==> src/rtl/decode_hold_buffer_if.sv <==
// decode_hold_pkg: micro-instruction types shared by the hold buffer and its neighbours.
// decode_hold_buffer_if: stall/flush, fetch-response and decode-side bundle of the
// decode hold buffer. The slave modport is the buffer; the master modport drives it.
package decode_hold_pkg;

    typedef enum logic [3:0] {
        MIOP_NOP    = 4'd0,
        MIOP_ALU    = 4'd1,
        MIOP_LOAD   = 4'd2,
        MIOP_STORE  = 4'd3,
        MIOP_BRANCH = 4'd4
    } miop_t;

    typedef struct packed {
        miop_t       op;
        logic [4:0]  rd;
        logic [4:0]  rs1;
        logic [4:0]  rs2;
        logic [31:0] imm;
    } miinst_t;

    localparam miinst_t MIINST_NOP = '0;

endpackage

interface decode_hold_buffer_if #(
    parameter int FETCH_LATENCY = 2
) ();
    logic                               stall_pc;
    logic                               flush;
    logic                               fetch_valid;
    decode_hold_pkg::miinst_t           fetch_miinst;
    logic [63:0]                        fetch_pc;
    logic                               dec_valid;
    decode_hold_pkg::miinst_t           dec_miinst;
    logic [63:0]                        dec_pc;
    logic                               pc_enable;
    logic                               bubble;
    logic [$clog2(FETCH_LATENCY+1)-1:0] skid_count;
    logic                               overflow;

    modport master (
        output stall_pc, flush, fetch_valid, fetch_miinst, fetch_pc,
        input  dec_valid, dec_miinst, dec_pc, pc_enable, bubble, skid_count, overflow
    );

    modport slave (
        input  stall_pc, flush, fetch_valid, fetch_miinst, fetch_pc,
        output dec_valid, dec_miinst, dec_pc, pc_enable, bubble, skid_count, overflow
    );
endinterface

==> src/rtl/decode_hold_buffer.sv <==
// decode_hold_buffer: freezes the decode register for LOAD_LATENCY cycles on a
// load-use stall, injects bubbles downstream, parks in-flight fetch responses in a
// skid FIFO of depth FETCH_LATENCY and drains them back into decode in order.
// Optional feature macro: HOLD_OVERFLOW_CHECK_EN (sticky overflow flag + assertion).
module decode_hold_buffer
    import decode_hold_pkg::*;
#(
    parameter int LOAD_LATENCY  = 1,
    parameter int FETCH_LATENCY = 2
) (
    input logic                 clk,
    input logic                 rstn,
    decode_hold_buffer_if.slave bus
);

    localparam int CW  = $clog2(LOAD_LATENCY + 1);
    localparam int SCW = $clog2(FETCH_LATENCY + 1);
    localparam int PW  = (FETCH_LATENCY > 1) ? $clog2(FETCH_LATENCY) : 1;

    typedef enum logic [1:0] {RUN, HOLD, DRAIN} state_t;

    typedef struct packed {
        miinst_t     inst;
        logic [63:0] pc;
    } skid_entry_t;

    state_t          state_q, state_d;
    logic [CW-1:0]   hold_q, hold_d;
    skid_entry_t     mem [FETCH_LATENCY];
    logic [PW-1:0]   rd_ptr, wr_ptr;
    logic [SCW-1:0]  count;
    logic            frozen, load_fetch, do_pop, do_push, push_ok, full, hold_bubble;
    logic            dec_valid;
    miinst_t         dec_miinst;
    logic [63:0]     dec_pc;

    function automatic logic [PW-1:0] ptr_next(input logic [PW-1:0] p);
        return (p == PW'(FETCH_LATENCY - 1)) ? '0 : p + 1'b1;
    endfunction

    // Next state, hold counter and decode-register steering for the hold FSM.
    always_comb begin
        // NOTE: every signal written here gets a default first so no path infers a latch.
        state_d     = state_q;
        hold_d      = hold_q;
        frozen      = 1'b0;
        load_fetch  = 1'b0;
        do_pop      = 1'b0;
        hold_bubble = 1'b0;
        if (bus.flush) begin
            state_d = RUN;
            hold_d  = '0;
        end else begin
            case (state_q)
                HOLD: begin
                    frozen      = 1'b1;
                    hold_bubble = 1'b1;
                    if (hold_q <= CW'(1)) begin
                        state_d = DRAIN;
                        hold_d  = '0;
                    end else begin
                        hold_d  = hold_q - 1'b1;
                    end
                end
                default: begin
                    if (bus.stall_pc) begin
                        frozen      = 1'b1;
                        hold_bubble = 1'b1;
                        hold_d      = CW'(LOAD_LATENCY - 1);
                        state_d     = (LOAD_LATENCY == 1) ? DRAIN : HOLD;
                    end else if (state_q == DRAIN && count != '0) begin
                        do_pop      = 1'b1;
                    end else begin
                        load_fetch  = 1'b1;
                        state_d     = RUN;
                    end
                end
            endcase
        end
    end

    // A full FIFO still accepts a push when the same edge pops the head.
    assign full    = (count == SCW'(FETCH_LATENCY));
    assign do_push = !bus.flush && bus.fetch_valid && (frozen || do_pop);
    assign push_ok = do_push && (!full || do_pop);

    // Reset gates the stall path so the outputs settle to idle without a clock edge.
    assign bus.bubble     = rstn && hold_bubble;
    assign bus.pc_enable  = !(rstn && hold_bubble);
    assign bus.skid_count = count;
    assign bus.dec_valid  = dec_valid;
    assign bus.dec_miinst = dec_miinst;
    assign bus.dec_pc     = dec_pc;

    // FSM state and hold counter.
    always_ff @(posedge clk or negedge rstn) begin
        if (!rstn) begin
            state_q <= RUN;
            hold_q  <= '0;
        end else begin
            // NOTE: non-blocking assignments so every flop samples pre-edge values.
            state_q <= state_d;
            hold_q  <= hold_d;
        end
    end

    // Skid FIFO pointers and occupancy; flush empties it.
    always_ff @(posedge clk or negedge rstn) begin
        if (!rstn) begin
            rd_ptr <= '0;
            wr_ptr <= '0;
            count  <= '0;
        end else if (bus.flush) begin
            rd_ptr <= '0;
            wr_ptr <= '0;
            count  <= '0;
        end else begin
            if (push_ok) wr_ptr <= ptr_next(wr_ptr);
            if (do_pop)  rd_ptr <= ptr_next(rd_ptr);
            if (push_ok && !do_pop)      count <= count + 1'b1;
            else if (!push_ok && do_pop) count <= count - 1'b1;
        end
    end

    // Skid FIFO storage.
    // NOTE: storage is not reset; count says which entries are live, stale ones are never read.
    always_ff @(posedge clk) begin
        if (push_ok) mem[wr_ptr] <= {bus.fetch_miinst, bus.fetch_pc};
    end

    // Decode register: loads the fetch input, the FIFO head, or holds.
    always_ff @(posedge clk or negedge rstn) begin
        if (!rstn) begin
            dec_valid  <= 1'b0;
            dec_miinst <= MIINST_NOP;
            dec_pc     <= '0;
        end else if (bus.flush) begin
            dec_valid  <= 1'b0;
            dec_miinst <= MIINST_NOP;
            dec_pc     <= '0;
        end else if (load_fetch) begin
            dec_valid  <= bus.fetch_valid;
            dec_miinst <= bus.fetch_miinst;
            dec_pc     <= bus.fetch_pc;
        end else if (do_pop) begin
            dec_valid  <= 1'b1;
            dec_miinst <= mem[rd_ptr].inst;
            dec_pc     <= mem[rd_ptr].pc;
        end
    end

`ifdef HOLD_OVERFLOW_CHECK_EN
    logic push_drop;
    logic overflow_q;

    assign push_drop    = do_push && full && !do_pop;
    assign bus.overflow = overflow_q;

    // Sticky overflow flag, cleared only by reset.
    always_ff @(posedge clk or negedge rstn) begin
        if (!rstn)          overflow_q <= 1'b0;
        else if (push_drop) overflow_q <= 1'b1;
    end

    overflow_check: assert property (@(posedge clk) disable iff (!rstn) !push_drop)
        else $error("decode_hold_buffer: skid FIFO full, fetch response dropped");
`else
    assign bus.overflow = 1'b0;
`endif

endmodule

==> src/flat_wrapper.sv <==
// flat-port wrapper written by rule: the top's interface ports become plain ports
module decode_hold_buffer_flat import decode_hold_pkg::*;
#(
    parameter int LOAD_LATENCY  = 1,
    parameter int FETCH_LATENCY = 2
)
  (clk, rstn, bus_stall_pc, bus_flush, bus_fetch_valid, bus_fetch_miinst, bus_fetch_pc, bus_dec_valid, bus_dec_miinst, bus_dec_pc, bus_pc_enable, bus_bubble, bus_skid_count, bus_overflow);
  decode_hold_buffer_if #(.FETCH_LATENCY(FETCH_LATENCY)) bus_i ();
  input logic clk;
  input logic rstn;
  input wire logic [$bits(bus_i.stall_pc)-1:0] bus_stall_pc;
  input wire logic [$bits(bus_i.flush)-1:0] bus_flush;
  input wire logic [$bits(bus_i.fetch_valid)-1:0] bus_fetch_valid;
  input wire logic [$bits(bus_i.fetch_miinst)-1:0] bus_fetch_miinst;
  input wire logic [$bits(bus_i.fetch_pc)-1:0] bus_fetch_pc;
  output wire logic [$bits(bus_i.dec_valid)-1:0] bus_dec_valid;
  output wire logic [$bits(bus_i.dec_miinst)-1:0] bus_dec_miinst;
  output wire logic [$bits(bus_i.dec_pc)-1:0] bus_dec_pc;
  output wire logic [$bits(bus_i.pc_enable)-1:0] bus_pc_enable;
  output wire logic [$bits(bus_i.bubble)-1:0] bus_bubble;
  output wire logic [$bits(bus_i.skid_count)-1:0] bus_skid_count;
  output wire logic [$bits(bus_i.overflow)-1:0] bus_overflow;
  assign bus_i.stall_pc = bus_stall_pc;
  assign bus_i.flush = bus_flush;
  assign bus_i.fetch_valid = bus_fetch_valid;
  assign bus_i.fetch_miinst = bus_fetch_miinst;
  assign bus_i.fetch_pc = bus_fetch_pc;
  assign bus_dec_valid = bus_i.dec_valid;
  assign bus_dec_miinst = bus_i.dec_miinst;
  assign bus_dec_pc = bus_i.dec_pc;
  assign bus_pc_enable = bus_i.pc_enable;
  assign bus_bubble = bus_i.bubble;
  assign bus_skid_count = bus_i.skid_count;
  assign bus_overflow = bus_i.overflow;
  decode_hold_buffer #(.LOAD_LATENCY(LOAD_LATENCY), .FETCH_LATENCY(FETCH_LATENCY)) u_core (.clk(clk), .rstn(rstn), .bus(bus_i));
endmodule
==> config.mk <==
export PLATFORM = sky130hd
export DESIGN_NAME = decode_hold_buffer_flat
export DESIGN_NICKNAME = d
export VERILOG_FILES = /design/src/rtl/decode_hold_buffer_if.sv /design/src/rtl/decode_hold_buffer.sv /design/src/flat_wrapper.sv
export SDC_FILE = /design/constraint.sdc
export NUM_CORES = 1
export LEC_CHECK = 0
export CAP_MARGIN = 15
export CORE_ASPECT_RATIO = 1.5
export CORE_MARGIN = 3
export CORE_UTILIZATION = 59
export CTS_BUF_LIST = sky130_fd_sc_hd__clkbuf_2
export DETAILED_ROUTE_END_ITERATION = 10
export PLACE_DENSITY = 0.88
export SYNTH_ARGS = -nofsm -noshare
export SYNTH_HDL_FRONTEND = slang
export SYNTH_SLANG_ARGS = --single-unit
==> constraint.sdc <==
create_clock -name clk -period 13.5 [get_ports clk]
set_input_delay 1.35 -clock clk [delete_from_list [all_inputs] [get_ports clk]]
set_output_delay 1.35 -clock clk [all_outputs]
set_load 0.005 [all_outputs]
; After elaboration in Yosys (flattened, before gate mapping)
; Memory sizes are Yosys's and may differ from the RTL's.
; Cells that the tools add are included.
; Widths: inputs -> output; s select.
[word_totals]
register_bits = 123
mem_bits_rw = 230
in_bits = 120
out_inout_bits = 121
elab_cells = 85
memories = 1
[classes]
addsub = 5
magnitude_cmp = 1
eq_ne = 5
n_mux = 40
reduce_logical = 21
[memory_table]
columns = name, words, word_bits, read_ports, rd_ports_with_merged_regs, write_ports, line
row1 = u_core.mem, 2, 115, 1, 0, 1, decode_hold_buffer.sv:29  ; skid_entry_t mem [FETCH_LATENCY];
[ops]
columns = cell, n
row1 = $mux 64, 3
row2 = $mux 51, 3
row3 = $mux 1, 26
row4 = $mux 2, 8
row5 = $reduce_bool 3->1, 3
row6 = $logic_and 1x1->1, 7
row7 = $reduce_bool 2->1, 3
row8 = $logic_not 1->1, 5
row9 = $eq 2x2->1 const B, 2
row10 = $ne 4x4->1 const B, 1
row11 = $ne 3x2->1 const B, 1
row12 = $add 1x1->1 const B, 2
row13 = $add 2x1->2 const B, 1
row14 = $eq 2x1->1 const B, 1
row15 = $logic_or 1x1->1, 2
row16 = $reduce_and 2->1, 1
row17 = $sub 2x1->2 const B, 1
row18 = $le 1x1->1 const B, 1
row19 = $sub 1x1->1 const B, 1

; Longest topological paths before layout
[logic_depth]
ltp_word = 14
depth_mapped = 7
mapped_depth_nobuf = 3

; Worst setup path before layout
; Ideal clock, no wire load.
[synth_timing]
kind = input to register
from = input port bus_stall_pc
to = memory u_core.mem[0][0] in the netlist's numbering, enable pin
setup_ns = 0.591
arrival_time_ns = 6.597
required_ns = 12.909
path_slack_ns = 6.312
stages = 4
path_buffers = 1
path_cell_list = buf_6 -> xor2_1 -> o221ai_1 -> nor2_1
[synth_between]
elab_chain_cells = 8
elab_cells_between_ends = 12
classes_between = mux: 8 / reduce/logical: 4
[synth_rtl]
columns = item, line
row1 = "start, declared", flat_wrapper.sv:11  ; input wire logic [$bits(bus_i.stall_pc)-1:0] bus_stall_pc;
row2 = $mux 1, decode_hold_buffer.sv:66  ; if (bus.stall_pc) begin
row3 = $mux 1, decode_hold_buffer.sv:54  ; case (state_q)
row4 = $mux 1, decode_hold_buffer.sv:50  ; if (bus.flush) begin
row5 = $logic_or 1x1->1, decode_hold_buffer.sv:84  ; assign do_push = !bus.flush && bus.fetch_valid && (frozen || do_pop);
row6 = $logic_and 1x1->1, decode_hold_buffer.sv:84
row7 = $logic_and 1x1->1 *, decode_hold_buffer.sv:85  ; assign push_ok = do_push && (!full || do_pop);
row8 = $mux 1 *, decode_hold_buffer.sv:128  ; if (push_ok) mem[wr_ptr] <= {bus.fetch_miinst, bus.fetch_pc};
row9 = $mux 1 (implied by the code) *, decode_hold_buffer.sv:128
row10 = "end, declared", decode_hold_buffer.sv:29
; Mark *: on every way between the ends. The rest lies on a longest branch, timed or not.

; Final worst setup path
[layout_timing]
from = input port bus_stall_pc
to = output port bus_bubble
[layout_between]
elab_chain_cells = 4
[layout_rtl]
columns = item, line
row1 = $mux 1, decode_hold_buffer.sv:66
row2 = $mux 1, decode_hold_buffer.sv:54
row3 = $mux 1, decode_hold_buffer.sv:50
row4 = $logic_and 1x1->1, decode_hold_buffer.sv:88  ; assign bus.bubble = rstn && hold_bubble;
row5 = "end, declared", flat_wrapper.sv:20  ; output wire logic [$bits(bus_i.bubble)-1:0] bus_bubble;
; Every way passes these cells.

==> out/qor.yml <==
outcome: "finished clean"
cts_buffer_depth: 3
wl_per_cell_um: 23.3
tritoncts.num_buffers: 77
cts_sinks: 351
finalCriticalPeriod_ps: 5080
met2_usage: 0.439
syn_area_um2: 13800
fp.dieW_um: 131
maxCapViolCount: 0
grt-ovfl-total: 0
die_area_um2: 25200
h-tree-depth: 3
grt_max_degree: 102
grt_use_total: 0.264
worstMarginPinSlew_ps: 1230
dp.final_hpwl_um: 19400
synthTopCellsByArea: "edfxtp_1 50%, dfrtp_1 22%, mux2i_1 8.5%"
synth_seq_cells: 351
fin_crit_sh: 0.377
hold_viol: 0
setup.worst_path.end_class: "output port"
worstSkewPairLatency_ps: 890
area_growth_pct: 23.0
dr.pass1.iters: 5
hp-class: "input pin to asynchronous set/reset pin"
rows: 67
routabilityCongestion: 0.843
p_leak_nw: 6.05
yosysSeqAreaShare: 0.722
path_max_fanout: 44
ys.warnings.count: 0
synth.distinct_cells: 30
synthCells: 845
die_h_um: 193
dp_cells: 1291
crit_required_ps: 12150
hold_buffers: 0
top_usage_layer: "met2"
crit_arrival_ps: 3730
ir_drop_mv: 0.0853
drt-total-wl_um: 33300
drtIter0Drc: 832
instances_no_fill: 1433
cts_root_buffer: "clkbuf_2"
cts_resized: 0
netlist.area_leader.share: 0.502
vias: 9141
fin_worst_skew_ps: 64.1
cts_tree: "built"
synth_area_per_cell_um2: 16.3
startpoint_type: "input pin"
drc: 0
antenna_found_initial: 2
slew_headroom: 0.180
floorplan.initialDensity: 0.608
clk_pin_slew_ps: 130
grt_pass1_wl_um: 51500
met1_usage: 0.326
grtUsageMet3: 0.0590
yosysTopAreaCell: "edfxtp_1"
port_buffers: 239
final_common_cell: "clkdlybuf4s50_1"
layout_common_cells: "237 x clkdlybuf4s50_1, 230 x edfxtp_1, 120 x clkbuf_2, 120 x dfrtp_1, 117 x mux2i_1"
fmaxAchievable_mhz: 197
slew_viol_final: 0
io_pins: 241
setup_violations: 0
worstSetupPathType: "input pin to output port"
rsz0062_at_grt: "no"
synth_nets: 965
coreArea_um2: 22600
grt_pass1_vias: 9673
fin_setup_tns_ps: 0
drive_gt1_frac: 0.132
vias_per_cell: 6.38
post_cts_buffers: 0
drtAntennaViolNets: 0
power.density_nw_per_um2: 122
final_nets: 1214
==> final timing paths <==
kind / from / to / slack [ps] / depth (start not counted)
hold / removal: rstn / u_core.bus.dec_pc[8] / 480 / 1
setup / recovery: bus_stall_pc / bus_bubble / 8420 / 5
setup reg to reg: u_core.bus.skid_count[1] / u_core.mem[0][101] / 10400 / 5
hold reg to reg: u_core.bus.dec_miinst[41] / u_core.bus.dec_miinst[41] / 510 / 1
max in group asynchronous: rstn / u_core.rd_ptr / 11320 / 2
min in group clk: u_core.bus.dec_miinst[41] / u_core.bus.dec_miinst[41] / 510 / 1
==> synth_stat cells, drive strengths merged <==
master / n
edfxtp: 230
dfrtp: 121
mux2i: 117
a221o: 99
nor4: 99
buf: 49
clkbuf: 33
inv: 20
o21ai: 20
a22o: 16
o32ai: 16
nor2: 4
nand2b: 3
or3: 3
a21oi: 2
nand2: 2
nor2b: 2
a2111oi: 1
a221oi: 1
a31oi: 1
conb: 1
nor3: 1
o21a: 1
o221ai: 1
or2: 1
xor2: 1
==> per-stage QoR <==
stage | hold slack (ps) | area [um^2] | setup WS [ps] | total power [mW] | util
2_1_floorplan | 469 | 13800 | 6310 | 1.31 | -
3_3_place_gp | 488 | 16200 | 8470 | 1.42 | 0.716
3_5_place_dp | 494 | 16200 | 8420 | 1.43 | 0.716
4_1_cts | 452 | 16900 | 8400 | 2.07 | 0.748
5_1_grt | 433 | 16900 | 8190 | 2.15 | 0.748
6_report | 485 | 16900 | 8420 | 2.06 | 0.748
==> kinds of logic after synthesis <==
| group | count (synthesis) | share of synthesized area |
|---|---|---|
| AO/OA/AOI/OAI | 158 | 0.104 |
| XOR/XNOR | 1 | 0.000636 |
| multiplexers | 117 | 0.0851 |
| AND/OR/NAND/NOR | 115 | 0.0528 |
| other | 1 | 0.000272 |
| flip-flops | 351 | 0.722 |
| buffers and inverters | 102 | 0.0355 |
==> sequential cells by signal, summed over array words and instances (netlist names) <==
name,flops
u_core.mem,230
u_core.bus.dec_pc,64
u_core.bus.dec_miinst,51
u_core.bus.skid_count,2
u_core.bus.dec_valid,1
u_core.rd_ptr,1
u_core.state_q,1
u_core.wr_ptr,1
==> power by group <==
part	internal, mW	total, mW	switching, mW
clock	0.254	0.649	0.395
sequential	1.19	1.21	0.0232
combinational	0.0995	0.200	0.100
total	1.54	2.06	0.518
==> metal layers <==
layer | part of all wire | up-vias | wire length (um)
li1 | - | 4013 | -
met1 | 0.37 | 4528 | 12300
met2 | 0.52 | 517 | 17300
met3 | 0.075 | 83 | 2490
met4 | 0.037 | 0 | 1250
met5 | 0 | - | 0
==> critical path, cell delays in order <==
cell and delay, ps:
clkdlybuf4s50_1 670, nor2b_4 960, nand2_1 170, inv_1 80, clkdlybuf4s50_1 490
==> layout make-up <==
class,count,area [um^2]
Tap cell,276,345
Clock inverter,20,109
Antenna cell,2,5.00
Clock buffer,120,601
Inverter,20,75.1
Multi-Input combinational cell,392,3370
Sequential cell,351,9940
Fill cell,1390,5710
Timing Repair Buffer,252,2480
(Power assumes the default switching activity.)
